===== src/rtl/uart_pkg.sv =====
// Shared definitions for the UART blocks: transmitter FSM states, frame
// geometry and the baud-divider helper.
package uart_pkg;

  localparam int DATA_BITS = 8;

  typedef enum logic [2:0] {
    ST_IDLE   = 3'd0,
    ST_START  = 3'd1,
    ST_DATA   = 3'd2,
    ST_PARITY = 3'd3,
    ST_STOP   = 3'd4
  } tx_state_e;

  // Rounded clock cycles per bit for a given system clock and line rate.
  function automatic int clks_per_bit(input int clk_hz, input int baud);
    return (clk_hz + baud / 2) / baud;
  endfunction

endpackage


===== src/rtl/sync_fifo.sv =====
// Single-clock circular FIFO with first-word fall-through read data.
// Pointers carry one extra MSB so that full and empty can be told apart.
module sync_fifo #(
  parameter int WIDTH = 8,
  parameter int DEPTH = 16
) (
  input  logic                     clk,
  input  logic                     rst_n,
  input  logic                     push_i,
  input  logic [WIDTH-1:0]         wdata_i,
  input  logic                     pop_i,
  output logic [WIDTH-1:0]         rdata_o,
  output logic                     full_o,
  output logic                     empty_o,
  output logic [$clog2(DEPTH):0]   level_o
);

  localparam int AW = $clog2(DEPTH);

  if (DEPTH < 2 || (1 << AW) != DEPTH) begin : g_bad_depth
    $error("sync_fifo: DEPTH must be a power of two and at least 2");
  end

  logic [WIDTH-1:0] mem_q [DEPTH];
  logic [AW:0]      wr_ptr_q, rd_ptr_q;
  logic             push_ok, pop_ok;

  // A full FIFO refuses a push even when a pop happens in the same cycle.
  assign push_ok = push_i && !full_o;
  assign pop_ok  = pop_i && !empty_o;

  // NOTE: sequential state is updated with non-blocking assignments only, so
  // every flop samples pre-edge values regardless of process ordering.
  always_ff @(posedge clk or negedge rst_n) begin
    if (!rst_n) begin
      wr_ptr_q <= '0;
      rd_ptr_q <= '0;
    end else begin
      if (push_ok) wr_ptr_q <= wr_ptr_q + 1'b1;
      if (pop_ok)  rd_ptr_q <= rd_ptr_q + 1'b1;
    end
  end

  // NOTE: the storage array is deliberately not reset; the pointers alone
  // decide which entries are valid.
  always_ff @(posedge clk) begin
    if (push_ok) mem_q[wr_ptr_q[AW-1:0]] <= wdata_i;
  end

  assign rdata_o = mem_q[rd_ptr_q[AW-1:0]];
  assign empty_o = (wr_ptr_q == rd_ptr_q);
  assign full_o  = (wr_ptr_q[AW] != rd_ptr_q[AW]) &&
                   (wr_ptr_q[AW-1:0] == rd_ptr_q[AW-1:0]);
  assign level_o = wr_ptr_q - rd_ptr_q;

endmodule


===== src/rtl/uart_tx_fifo_ctrl.sv =====
// Buffered UART transmitter: CPU byte writes queue in a FIFO and are sent
// 8N1, or 8E1 when UART_TX_PARITY_EN is defined.
module uart_tx_fifo_ctrl #(
  parameter int CLK_HZ     = 27_000_000,
  parameter int BAUD       = 115_200,
  parameter int FIFO_DEPTH = 16
) (
  input  logic                          clk,
  input  logic                          resetn,
  input  logic                          wr_valid,
  input  logic [7:0]                    wr_data,
  output logic                          wr_ready,
  input  logic                          ovf_clr,
  output logic                          overflow,
  output logic [$clog2(FIFO_DEPTH):0]   fifo_level,
  output logic                          busy,
  output logic                          tx
);

  import uart_pkg::*;

  localparam int CLKS_PER_BIT = clks_per_bit(CLK_HZ, BAUD);
  localparam int CNT_W        = (CLKS_PER_BIT > 2) ? $clog2(CLKS_PER_BIT) : 1;
  localparam logic [CNT_W-1:0] CNT_LAST = CNT_W'(CLKS_PER_BIT - 1);
  localparam logic [2:0]       BIT_LAST = 3'(DATA_BITS - 1);

  if (CLKS_PER_BIT < 2) begin : g_bad_baud
    $error("uart_tx_fifo_ctrl: CLKS_PER_BIT must be at least 2");
  end

  tx_state_e            state_q, state_d;
  logic [CNT_W-1:0]     cnt_q, cnt_d;
  logic [2:0]           bit_idx_q, bit_idx_d;
  logic [DATA_BITS-1:0] shift_q, shift_d;
  logic                 tx_q, tx_d;
  logic                 overflow_q, overflow_d;
  logic                 pop, bit_end;
  logic [DATA_BITS-1:0] fifo_rdata;
  logic                 fifo_full, fifo_empty;
`ifdef UART_TX_PARITY_EN
  logic                 parity_q, parity_d;
`endif

  sync_fifo #(
    .WIDTH (DATA_BITS),
    .DEPTH (FIFO_DEPTH)
  ) u_fifo (
    .clk     (clk),
    .rst_n   (resetn),
    .push_i  (wr_valid),
    .wdata_i (wr_data),
    .pop_i   (pop),
    .rdata_o (fifo_rdata),
    .full_o  (fifo_full),
    .empty_o (fifo_empty),
    .level_o (fifo_level)
  );

  always_ff @(posedge clk or negedge resetn) begin
    if (!resetn) begin
      state_q    <= ST_IDLE;
      cnt_q      <= '0;
      bit_idx_q  <= '0;
      shift_q    <= '0;
      tx_q       <= 1'b1;
      overflow_q <= 1'b0;
`ifdef UART_TX_PARITY_EN
      parity_q   <= 1'b0;
`endif
    end else begin
      state_q    <= state_d;
      cnt_q      <= cnt_d;
      bit_idx_q  <= bit_idx_d;
      shift_q    <= shift_d;
      tx_q       <= tx_d;
      overflow_q <= overflow_d;
`ifdef UART_TX_PARITY_EN
      parity_q   <= parity_d;
`endif
    end
  end

  assign bit_end = (cnt_q == CNT_LAST);

  // NOTE: every signal written here gets a default first, so no path through
  // the case statement can infer a latch.
  always_comb begin
    state_d    = state_q;
    cnt_d      = bit_end ? '0 : cnt_q + 1'b1;
    bit_idx_d  = bit_idx_q;
    shift_d    = shift_q;
    pop        = 1'b0;
`ifdef UART_TX_PARITY_EN
    parity_d   = parity_q;
`endif
    // A refused write sets the flag even when a clear arrives together.
    overflow_d = (wr_valid && fifo_full) ? 1'b1 : (ovf_clr ? 1'b0 : overflow_q);

    case (state_q)
      ST_IDLE: begin
        cnt_d = '0;
        if (!fifo_empty) begin
          pop     = 1'b1;
          state_d = ST_START;
        end
      end
      ST_START: begin
        if (bit_end) begin
          state_d   = ST_DATA;
          bit_idx_d = '0;
        end
      end
      ST_DATA: begin
        if (bit_end) begin
          if (bit_idx_q == BIT_LAST) begin
`ifdef UART_TX_PARITY_EN
            state_d = ST_PARITY;
`else
            state_d = ST_STOP;
`endif
          end else begin
            shift_d   = shift_q >> 1;
            bit_idx_d = bit_idx_q + 1'b1;
          end
        end
      end
`ifdef UART_TX_PARITY_EN
      ST_PARITY: begin
        if (bit_end) state_d = ST_STOP;
      end
`endif
      ST_STOP: begin
        if (bit_end) begin
          if (!fifo_empty) begin
            pop     = 1'b1;
            state_d = ST_START;
          end else begin
            state_d = ST_IDLE;
          end
        end
      end
      default: state_d = ST_IDLE;
    endcase

    if (pop) begin
      shift_d = fifo_rdata;
`ifdef UART_TX_PARITY_EN
      parity_d = ^fifo_rdata;
`endif
    end
  end

  // Line level for the coming cycle follows the state being entered.
  always_comb begin
    tx_d = 1'b1;
    case (state_d)
      ST_START:  tx_d = 1'b0;
      ST_DATA:   tx_d = shift_d[0];
`ifdef UART_TX_PARITY_EN
      ST_PARITY: tx_d = parity_d;
`endif
      default:   tx_d = 1'b1;
    endcase
  end

  assign tx       = tx_q;
  assign overflow = overflow_q;
  assign wr_ready = !fifo_full;
  assign busy     = (state_q != ST_IDLE) || !fifo_empty;

endmodule


===== config.mk =====
export PLATFORM = sky130hd
export DESIGN_NAME = uart_tx_fifo_ctrl
export DESIGN_NICKNAME = d
export VERILOG_FILES = /design/src/rtl/uart_pkg.sv /design/src/rtl/sync_fifo.sv /design/src/rtl/uart_tx_fifo_ctrl.sv
export SDC_FILE = /design/constraint.sdc
export NUM_CORES = 1
export LEC_CHECK = 0
export BUFFER_PORTS_ARGS = -buffer_cell sky130_fd_sc_hd__buf_4
export CAP_MARGIN = 0
export CORE_UTILIZATION = 30
export DETAILED_ROUTE_END_ITERATION = 8
export PLACE_DENSITY = 0.47
export SYNTH_ARGS = -nofsm -noshare
export SYNTH_HDL_FRONTEND = slang
export SYNTH_SLANG_ARGS = --single-unit

===== constraint.sdc =====
create_clock -name clk -period 3.7 [get_ports clk]
set_input_delay 0.185 -clock clk [delete_from_list [all_inputs] [get_ports clk]]
set_output_delay 0.185 -clock clk [all_outputs]
set_load 0.005 [all_outputs]

## Yosys cells after proc, flatten, opt, wreduce, memory -nomap -nowiden

Memory sizes are Yosys's and may differ from the RTL's.
Cells that the tools add are included.

- Register bits after elaboration: 34
- ROM bits: 0
- Memories kept: 1
- Latch bits: 0
- Memory bits (writable): 128
- Logic and storage cells: 69
- Output and inout bits: 9

Memory list:

| memory | depth | width | rd ports | clocked after Yosys merged registers in | write ports | RTL line | text |
|---|---|---|---|---|---|---|---|
| u_fifo.mem_q | 16 | 8 | 1 | 0 | 1 | sync_fifo.sv:24 | `logic [WIDTH-1:0] mem_q [DEPTH];` |

- Multiply operators: 0
- Equal/unequal tests: 14
- Bitwise operators: 0
- Reduce and logical (&&, ||, !) cells: 15
- Magnitude comparators: 0
- Muxes and demuxes: 25
- Add/sub/neg operators: 5
- Shifts and indexed selects: 0
- Divide/modulo/power cells: 0

Operators with widths:

| operator | count |
|---|---|
| two-way mux 8 bit | 6 |
| two-way mux 3 bit | 8 |
| case mux 3 bit (4 select lines) | 1 |
| adder 5 x 1 -> 5 bit, second input constant | 2 |
| adder 8 x 1 -> 8 bit, second input constant | 1 |
| equality test 8 bit, second input constant | 1 |
| nonzero test 2 bit | 4 |
| two-way mux 1 bit | 7 |
| equality test 3 x 1 -> 1 bit, second input constant | 2 |
| equality test 3 x 2 -> 1 bit, second input constant | 2 |
| equality test 3 bit, second input constant | 2 |
| != test 2 bit, second input constant | 3 |
| case mux 3 bit (2 select lines) | 1 |
| equality test 5 bit | 1 |
| subtractor 5 bit | 1 |
| equality test 4 bit | 1 |
| logical AND 1 bit | 4 |
| case mux 1 bit (2 select lines) | 2 |
| AND reduction 4 bit | 1 |
| adder 3 x 1 -> 3 bit, second input constant | 1 |
| zero test 3 bit | 1 |
| AND reduction 3 bit | 1 |
| nonzero test 3 bit | 1 |
| zero test 1 bit | 2 |
| 3 further kinds | 3 |

## Depth between registers and ports, before layout

Gate-level depths: netlist of the first run.

- Word-level depth: 6
- Gate-level depth with buffers: 9
- Gate-level depth less buffers: 7

## Hierarchy

From an unflattened synthesis of the first run, not the netlist that was laid out.

- Cells, all modules: 403
- Area, all modules: 6940.4 um^2

By module, submodules not included:

| module | area an instance (um^2) | cells an instance | times used | seq. area each (um^2) |
|---|---|---|---|---|
| sync_fifo | 5750.5 | 297 | 1 | 4093.9 |
| uart_tx_fifo_ctrl | 1189.9 | 106 | 1 | 601.8 |

## Worst setup path before layout of the first run

Ideal clock, no wire load.

- Path type: reg2reg
- Start point: register u_fifo.rd_ptr_q[2]
- End point: memory u_fifo.mem_q[3][0] (enable)
- Path buffers: 2
- Path slack: 0.710 ns
- Cell stages (with the launch flop): 9
- Clock period less this slack: 2.990 ns
- Data arrival time: 2.606 ns
- Data required time: 3.317 ns
- Cells stage by stage: dfrtp_1 -> buf_6 -> clkbuf_1 -> inv_1 -> ha_1 -> and4_1 -> a21boi_2 -> nand2_1 -> nor3_1

- Word-level cells in the longest chain between the ends: 6

RTL lines:

| item | RTL line | text |
|---|---|---|
| start: declaration | sync_fifo.sv:25 | `logic [AW:0] wr_ptr_q, rd_ptr_q;` |
| start signal: assignment | sync_fifo.sv:40 | `if (pop_ok) rd_ptr_q <= rd_ptr_q + 1'b1;` |
| equality test 4 bit | sync_fifo.sv:53 | `(wr_ptr_q[AW-1:0] == rd_ptr_q[AW-1:0]);` |
| logical AND 1 bit | sync_fifo.sv:52 | `assign full_o = (wr_ptr_q[AW] != rd_ptr_q[AW]) &&` |
| zero test 1 bit | sync_fifo.sv:29 | `assign push_ok = push_i && !full_o;` |
| logical AND 1 bit | sync_fifo.sv:29 |  |
| two-way mux 1 bit | sync_fifo.sv:47 | `if (push_ok) mem_q[wr_ptr_q[AW-1:0]] <= wdata_i;` |
| two-way mux 1 bit (not written as such) | sync_fifo.sv:47 |  |
| end: declaration | sync_fifo.sv:24 |  |

No other way between the ends.

## Worst setup path after layout of the first run

- Start point: register u_fifo.rd_ptr_q[3]
- End point: memory u_fifo.mem_q[14][1] (enable)

Same word-level chain as after synthesis.

==> results.py, run 1 <==
metrics = {
    "routing": {
        "wl_um": 14500,
        "wl_per_cell_um": 19.1,
        "drc": 0,
        "initialDrtViolationCount": 243,
        "vias": 3633,
        "ant_nets": 0,
        "drt_first_pass_iters": 4,
        "routed_via_density": 4.81,
    },
    "synth": {
        "syn_area_um2": 6890,
        "async_flop_share_pct": 21.0,
        "syn_area_per_cell_um2": 16.1,
        "synth_ff_type": "edfxtp_1",
        "synth.area.top_cells": "edfxtp_1, dfrtp_1, mux2i_1",
        "netlist.area_leader.share_pct": 55.8,
        "synth_cell_types": 52,
        "seq_area_frac_synth_pct": 68.1,
        "syn_inst": 427,
        "ys_warn_count": 0,
        "yosys.area.top_type": "edfxtp_1",
        "synth_edf_count": 128,
        "syn-num-nets": 453,
        "synth_seq_cells": 162,
    },
    "job": {
        "cap_violations": 0,
    },
    "timing": {
        "rsz0062_at_grt": "no",
        "drv_slew": 0,
        "max_freq_mhz": 356,
        "worst_hold_slack_ns": 0.0165,
        "post-route-period-util_pct": 75.9,
        "fin_crit_ns": 2.81,
        "final_hold_viol_count": 0,
        "slew_headroom_pct": 49.0,
        "finalSetupTns_ns": 0,
        "clock_skew_ns": 0.00679,
        "worst_pin_slew_ns": 0.759,
        "finalSetupViolations": 0,
        "setup_slack_ns": 0.892,
    },
    "cells_and_area": {
        "drive_above_1_share_pct": 19.7,
        "num-fill-cells": 2139,
        "fin_area_um2": 8010,
        "final_common_cell": "edfxtp_1",
        "antennaDiodeCount": 0,
        "syn2layout_area_growth_pct": 16.2,
        "finalNetCount": 485,
        "final_cell_mix": "edfxtp_1, mux2i_1, dfrtp_1",
    },
    "status": {
        "status": "finished clean",
    },
    "clocking": {
        "cts_buffers": 17,
        "cts_max_level": 4,
        "cts_tree": "done",
        "cts_sinks": 162,
        "cts_setup_buffers": 0,
        "cts_hold_buf": 2,
        "cts.clk_slew.worst_paths_ns": 0.06,
        "insertion_delay_ns": 0.42,
        "cts_root_buf": "clkbuf_16",
        "cts_buffer_depth": 2,
        "post_cts_resized": 0,
    },
    "setup_path": {
        "endpoint_kind": "flop",
        "critPathMaxFanout": 10,
        "startpoint": "u_fifo.rd_ptr_q[3]$_DFFE_PN0P_",
        "path_class": "flop to flop",
        "required_ns": 3.75,
        "worstReg2RegStart": "u_fifo.rd_ptr_q[3]$_DFFE_PN0P_",
        "cp-start-kind": "flop",
        "worstPathArrival_ns": 2.85,
    },
    "placed_design": {
        "hpwlAfterDp_um": 9880,
        "placed_area_um2": 7350,
        "place_ws_ns": 0.884,
        "port_buffers": 20,
        "finalWeightedCongestion": 0.733,
    },
    "grt": {
        "grt_usage_pct": 13.1,
        "grt_max_degree": 38,
        "top_usage_layer": "met2",
        "grt_pass1_vias": 3664,
        "use_met2_pct": 20.2,
        "grt-ovfl-total": 0,
        "grt_pass1_wl_um": 22400,
        "use_met3_pct": 3.27,
        "grt_antenna_before_repair": 0,
        "use_met1_pct": 18.3,
    },
    "worst_hold_path": {
        "hp-start": "wr_valid",
        "min_path_type": "input pin to flop",
    },
    "floorplanning": {
        "core_um2": 22600,
        "std_cell_rows": 55,
        "fp.dieW_um": 154,
        "pin_count": 21,
        "fp.dieH_um": 154,
        "dieArea_um2": 23600,
        "initial_utilization_pct": 30.5,
    },
    "power_and_ir_drop": {
        "p_leak_nw": 2.87,
        "irDropWorstVdd_uv": 371,
        "p_per_area_nw_per_um2": 765,
    },
}
-- layer usage --
metal | share of wire (%) | vias up
met1 | 48 | 1833
met4 | 0.86 | 0
met3 | 4.1 | 12
li1 | - | 1711
met5 | 0 | -
met2 | 47 | 77
-- per-stage QoR --
stage / utilization [%] / power, mW / instances
after floorplan: - / 3.67 / 427
after CTS: 35.5 / 6.20 / 756
after global placement: 32.5 / 4.26 / 723
after global routing: 35.5 / 6.44 / 756
final: 35.5 / 6.12 / 756
after detailed placement: 32.5 / 4.28 / 723
-- sequential cells by signal, indices dropped and copies added, names as in the netlist --
| register | flops |
|---|---|
| overflow | 1 |
| tx | 1 |
| cnt_q | 8 |
| shift_q | 8 |
| bit_idx_q | 3 |
| state_q | 3 |
| u_fifo.rd_ptr_q | 5 |
| u_fifo.wr_ptr_q | 5 |
| u_fifo.mem_q | 128 |
-- kinds of logic after synthesis --
| kind of cell | count (synthesis) | synth area share [%] |
|---|---|---|
| DFF | 162 | 68.1 |
| and+or+nand+nor | 82 | 6.76 |
| AOI/OAI and AO/OA | 60 | 6.01 |
| muxes | 58 | 11.4 |
| buffers and inverters | 33 | 2.60 |
| xor gates and xnor gates | 18 | 2.40 |
| adders and majority gates | 14 | 2.65 |
-- worst max-delay path, cell delays in order (launching register included) --
cell and delay (ns):
dfrtp_1 0.50, inv_1 0.12, ha_1 0.37, and4_1 0.21, a21boi_2 0.39, nand2_1 0.23, nor2_1 0.62
-- final timing paths --
check	end	slack (ns)	cells past startpoint
hold / removal	overflow$_DFFE_PN0P_	0.02	3
max in group asynchronous	tx$_DFF_PN1_	3.08	2
hold reg to reg	bit_idx_q[1]$_DFFE_PN0P_	0.51	1
min in group asynchronous	overflow$_DFFE_PN0P_	0.25	2
setup reg to reg	u_fifo.mem_q[14][1]$_DFFE_PP_	0.89	6
setup / recovery	u_fifo.mem_q[14][1]$_DFFE_PP_	0.89	6
-- report_power, final --
| part | total, mW | internal [mW] | switching [mW] | leakage, nW |
|---|---|---|---|---|
| sequential | 2.43 | 2.25 | 0.182 | 1.57 |
| combinational | 1.78 | 0.793 | 0.986 | 0.992 |
| clock | 1.91 | 1.20 | 0.712 | 0.304 |
-- synthesized netlist by cell type (5+ instances only) --
cell type	instances
a21oi_1	5
nand2b_1	5
a22oi_1	7
buf_6	5
nor3_1	10
inv_1	14
edfxtp_1	128
xnor2_1	13
mux2_2	6
o22ai_1	17
ha_1	13
dfrtp_1	33
nor2_1	27
a211oi_1	15
mux4_2	16
buf_2	5
clkbuf_1	5
nand3_1	7
nand2_1	11
mux2i_1	36
-- cell type report --
cell class	instances	area [um^2]	share of cell area [%]
repair buffers	32	245	3.06
clock buffers	19	433	5.41
clock inverters	12	206	2.58
well taps	285	357	4.45
inverters	14	52.6	0.656
multi-input cells	232	2020	25.2
flip-flops and latches	162	4700	58.7
Note: power is estimated with default switching activity, not from simulation.
==> run 2, diff against run 1 <==
- clock period: 3.7 -> 2.73 ns (I/O delays scaled with it)
==> results.py, run 2 (same netlist as run 1, synthesis figures left out) <==
metrics = {
    "timing": {
        "max_freq_mhz": 384,
        "worst_pin_slew_ns": 0.653,
        "fin_crit_ns": 2.61,
        "setup_slack_ns": 0.124,
        "clock_skew_ns": 0.0129,
        "finalSetupViolations": 0,
        "slew_headroom_pct": 56.5,
        "drv_slew": 0,
        "post-route-period-util_pct": 95.5,
        "final_hold_viol_count": 0,
        "rsz0062_at_grt": "yes",
    },
    "routing": {
        "ant_nets": 0,
        "wl_per_cell_um": 19.6,
        "drc": 0,
        "drt_first_pass_iters": 4,
        "vias": 3720,
        "routed_via_density": 4.84,
        "initialDrtViolationCount": 265,
        "wl_um": 15100,
    },
    "setup_path": {
        "cp-start-kind": "flop",
        "crit_family": "simple AND/OR/NAND/NOR gates",
        "worstReg2RegStart": "u_fifo.wr_ptr_q[0]$_DFFE_PN0P_",
        "endpoint_kind": "flop",
        "cp_slowest_cell": "nor2_2",
        "slowest_delay_ns": 0.43,
        "critPathBufInv": 2,
        "crit_chain": "inv_1 > ha_1 > and4_1 > a21boi_2 > buf_4 > nand2_1 > nor2_2",
        "cp_num_cells": 7,
        "startpoint": "u_fifo.wr_ptr_q[0]$_DFFE_PN0P_",
        "r2r_setup_slack_ns": 0.12,
        "required_ns": 2.80,
        "critPathMaxFanout": 8,
        "endpoint": "u_fifo.mem_q[14][2]$_DFFE_PP_",
        "reg2regPathDepth": 7,
        "reg2reg_to": "u_fifo.mem_q[14][2]$_DFFE_PP_",
        "path_class": "flop to flop",
        "worstPathArrival_ns": 2.68,
    },
    "placed_design": {
        "placed_area_um2": 7450,
        "finalWeightedCongestion": 0.760,
        "hpwlAfterDp_um": 10200,
        "port_buffers": 20,
        "place_ws_ns": 0.104,
    },
    "floorplanning": {
        "fp.dieW_um": 154,
        "fp.dieH_um": 154,
        "initial_utilization_pct": 30.5,
        "std_cell_rows": 55,
        "core_um2": 22600,
        "dieArea_um2": 23600,
        "pin_count": 21,
    },
    "clocking": {
        "cts_setup_buffers": 0,
        "post_cts_resized": 0,
        "cts_buffers": 17,
        "cts_sinks": 162,
        "cts_buffer_depth": 2,
        "cts_tree": "done",
        "insertion_delay_ns": 0.42,
        "cts_root_buf": "clkbuf_16",
        "cts_max_level": 4,
        "cts.clk_slew.worst_paths_ns": 0.07,
    },
    "power_and_ir_drop": {
        "p_total_mw": 8.11,
        "pwr-share-clk_pct": 28.5,
        "p_per_area_nw_per_um2": 1010,
        "internal_power_mw": 5.40,
        "irDropWorstVdd_uv": 466,
        "p_switching_mw": 2.71,
        "p_leak_nw": 2.91,
        "comb_power_share_pct": 31.5,
        "sw_frac_of_total_pct": 33.5,
        "p_seq_share_pct": 40.0,
    },
    "cells_and_area": {
        "antennaDiodeCount": 0,
        "finalNetCount": 496,
        "final_common_cell": "edfxtp_1",
        "largest_reg_flops": 128,
        "drive_above_1_share_pct": 23.4,
        "syn2layout_area_growth_pct": 17.1,
        "final_cell_mix": "edfxtp_1, buf_4, mux2i_1",
        "fin_area_um2": 8070,
    },
    "job": {
        "cap_violations": 0,
    },
    "grt": {
        "grt-ovfl-total": 0,
        "grt_antenna_before_repair": 0,
        "grt_pass1_vias": 3861,
        "grt_max_degree": 38,
        "grt_usage_pct": 13.6,
        "grt_pass1_wl_um": 23500,
    },
    "worst_hold_path": {
        "min_path_type": "input pin to flop",
    },
    "status": {
        "status": "finished clean",
    },
}
## run 2: through the flow
stage,instances,util (%),hold slack [ns],TNS (ns)
floorplan,427,-,-0.159,-2.31
global placement,733,33.0,0.120,0
detailed placement,733,33.0,0.132,0
CTS,768,35.7,0.0572,0
global route,768,35.7,0.0617,-1.23
finish,768,35.7,0.0625,0
## run 2: worst min path at each step
stage	from	end	depth (start not counted)	slack, ns
after floorplan	resetn	bit_idx_q[0]$_DFFE_PN0P_	0	-0.16
after global placement	resetn	overflow$_DFFE_PN0P_	1	0.12
after detailed placement	resetn	u_fifo.rd_ptr_q[2]$_DFFE_PN0P_	1	0.13
after CTS	wr_data[5]	u_fifo.mem_q[6][5]$_DFFE_PP_	1	0.06
after global routing	wr_data[5]	u_fifo.mem_q[6][5]$_DFFE_PP_	1	0.06
final	wr_data[5]	u_fifo.mem_q[8][5]$_DFFE_PP_	1	0.06
## run 2: timing repair
item	4_1_cts	5_1_grt
hold buffers	3	0
endpoints found under the hold margin	34	0
endpoints found under the setup margin	0	24
## run 2: metal layers
| layer | part of all wire [%] | vias to the layer above | wire length, um | GRT usage [%] |
|---|---|---|---|---|
| met5 | 0 | - | 0 | 0 |
| met2 | 46 | 91 | 6900 | 20.6 |
| met3 | 4.3 | 9 | 645 | 3.18 |
| met4 | 0.81 | 0 | 122 | 3.29 |
| met1 | 49 | 1875 | 7420 | 19.7 |
| li1 | - | 1745 | - | - |
## run 2: power by group through the flow
stage	Sequential, mW	Combinational (mW)	Clock, mW
4_1_cts	3.24	2.62	2.37
5_1_grt	3.28	2.82	2.46
3_3_place_gp	3.28	2.61	0
6_report	3.24	2.56	2.31
2_1_floorplan	3.25	1.74	0
3_5_place_dp	3.29	2.60	0
## run 2: layout make-up
cell class	instances	area, um^2
clock inverters	15	160
well taps	285	357
fillers	2172	14500
multi-input cells	232	2050
clock buffers	17	425
flip-flops and latches	162	4700
inverters	14	52.6
repair buffers	43	330
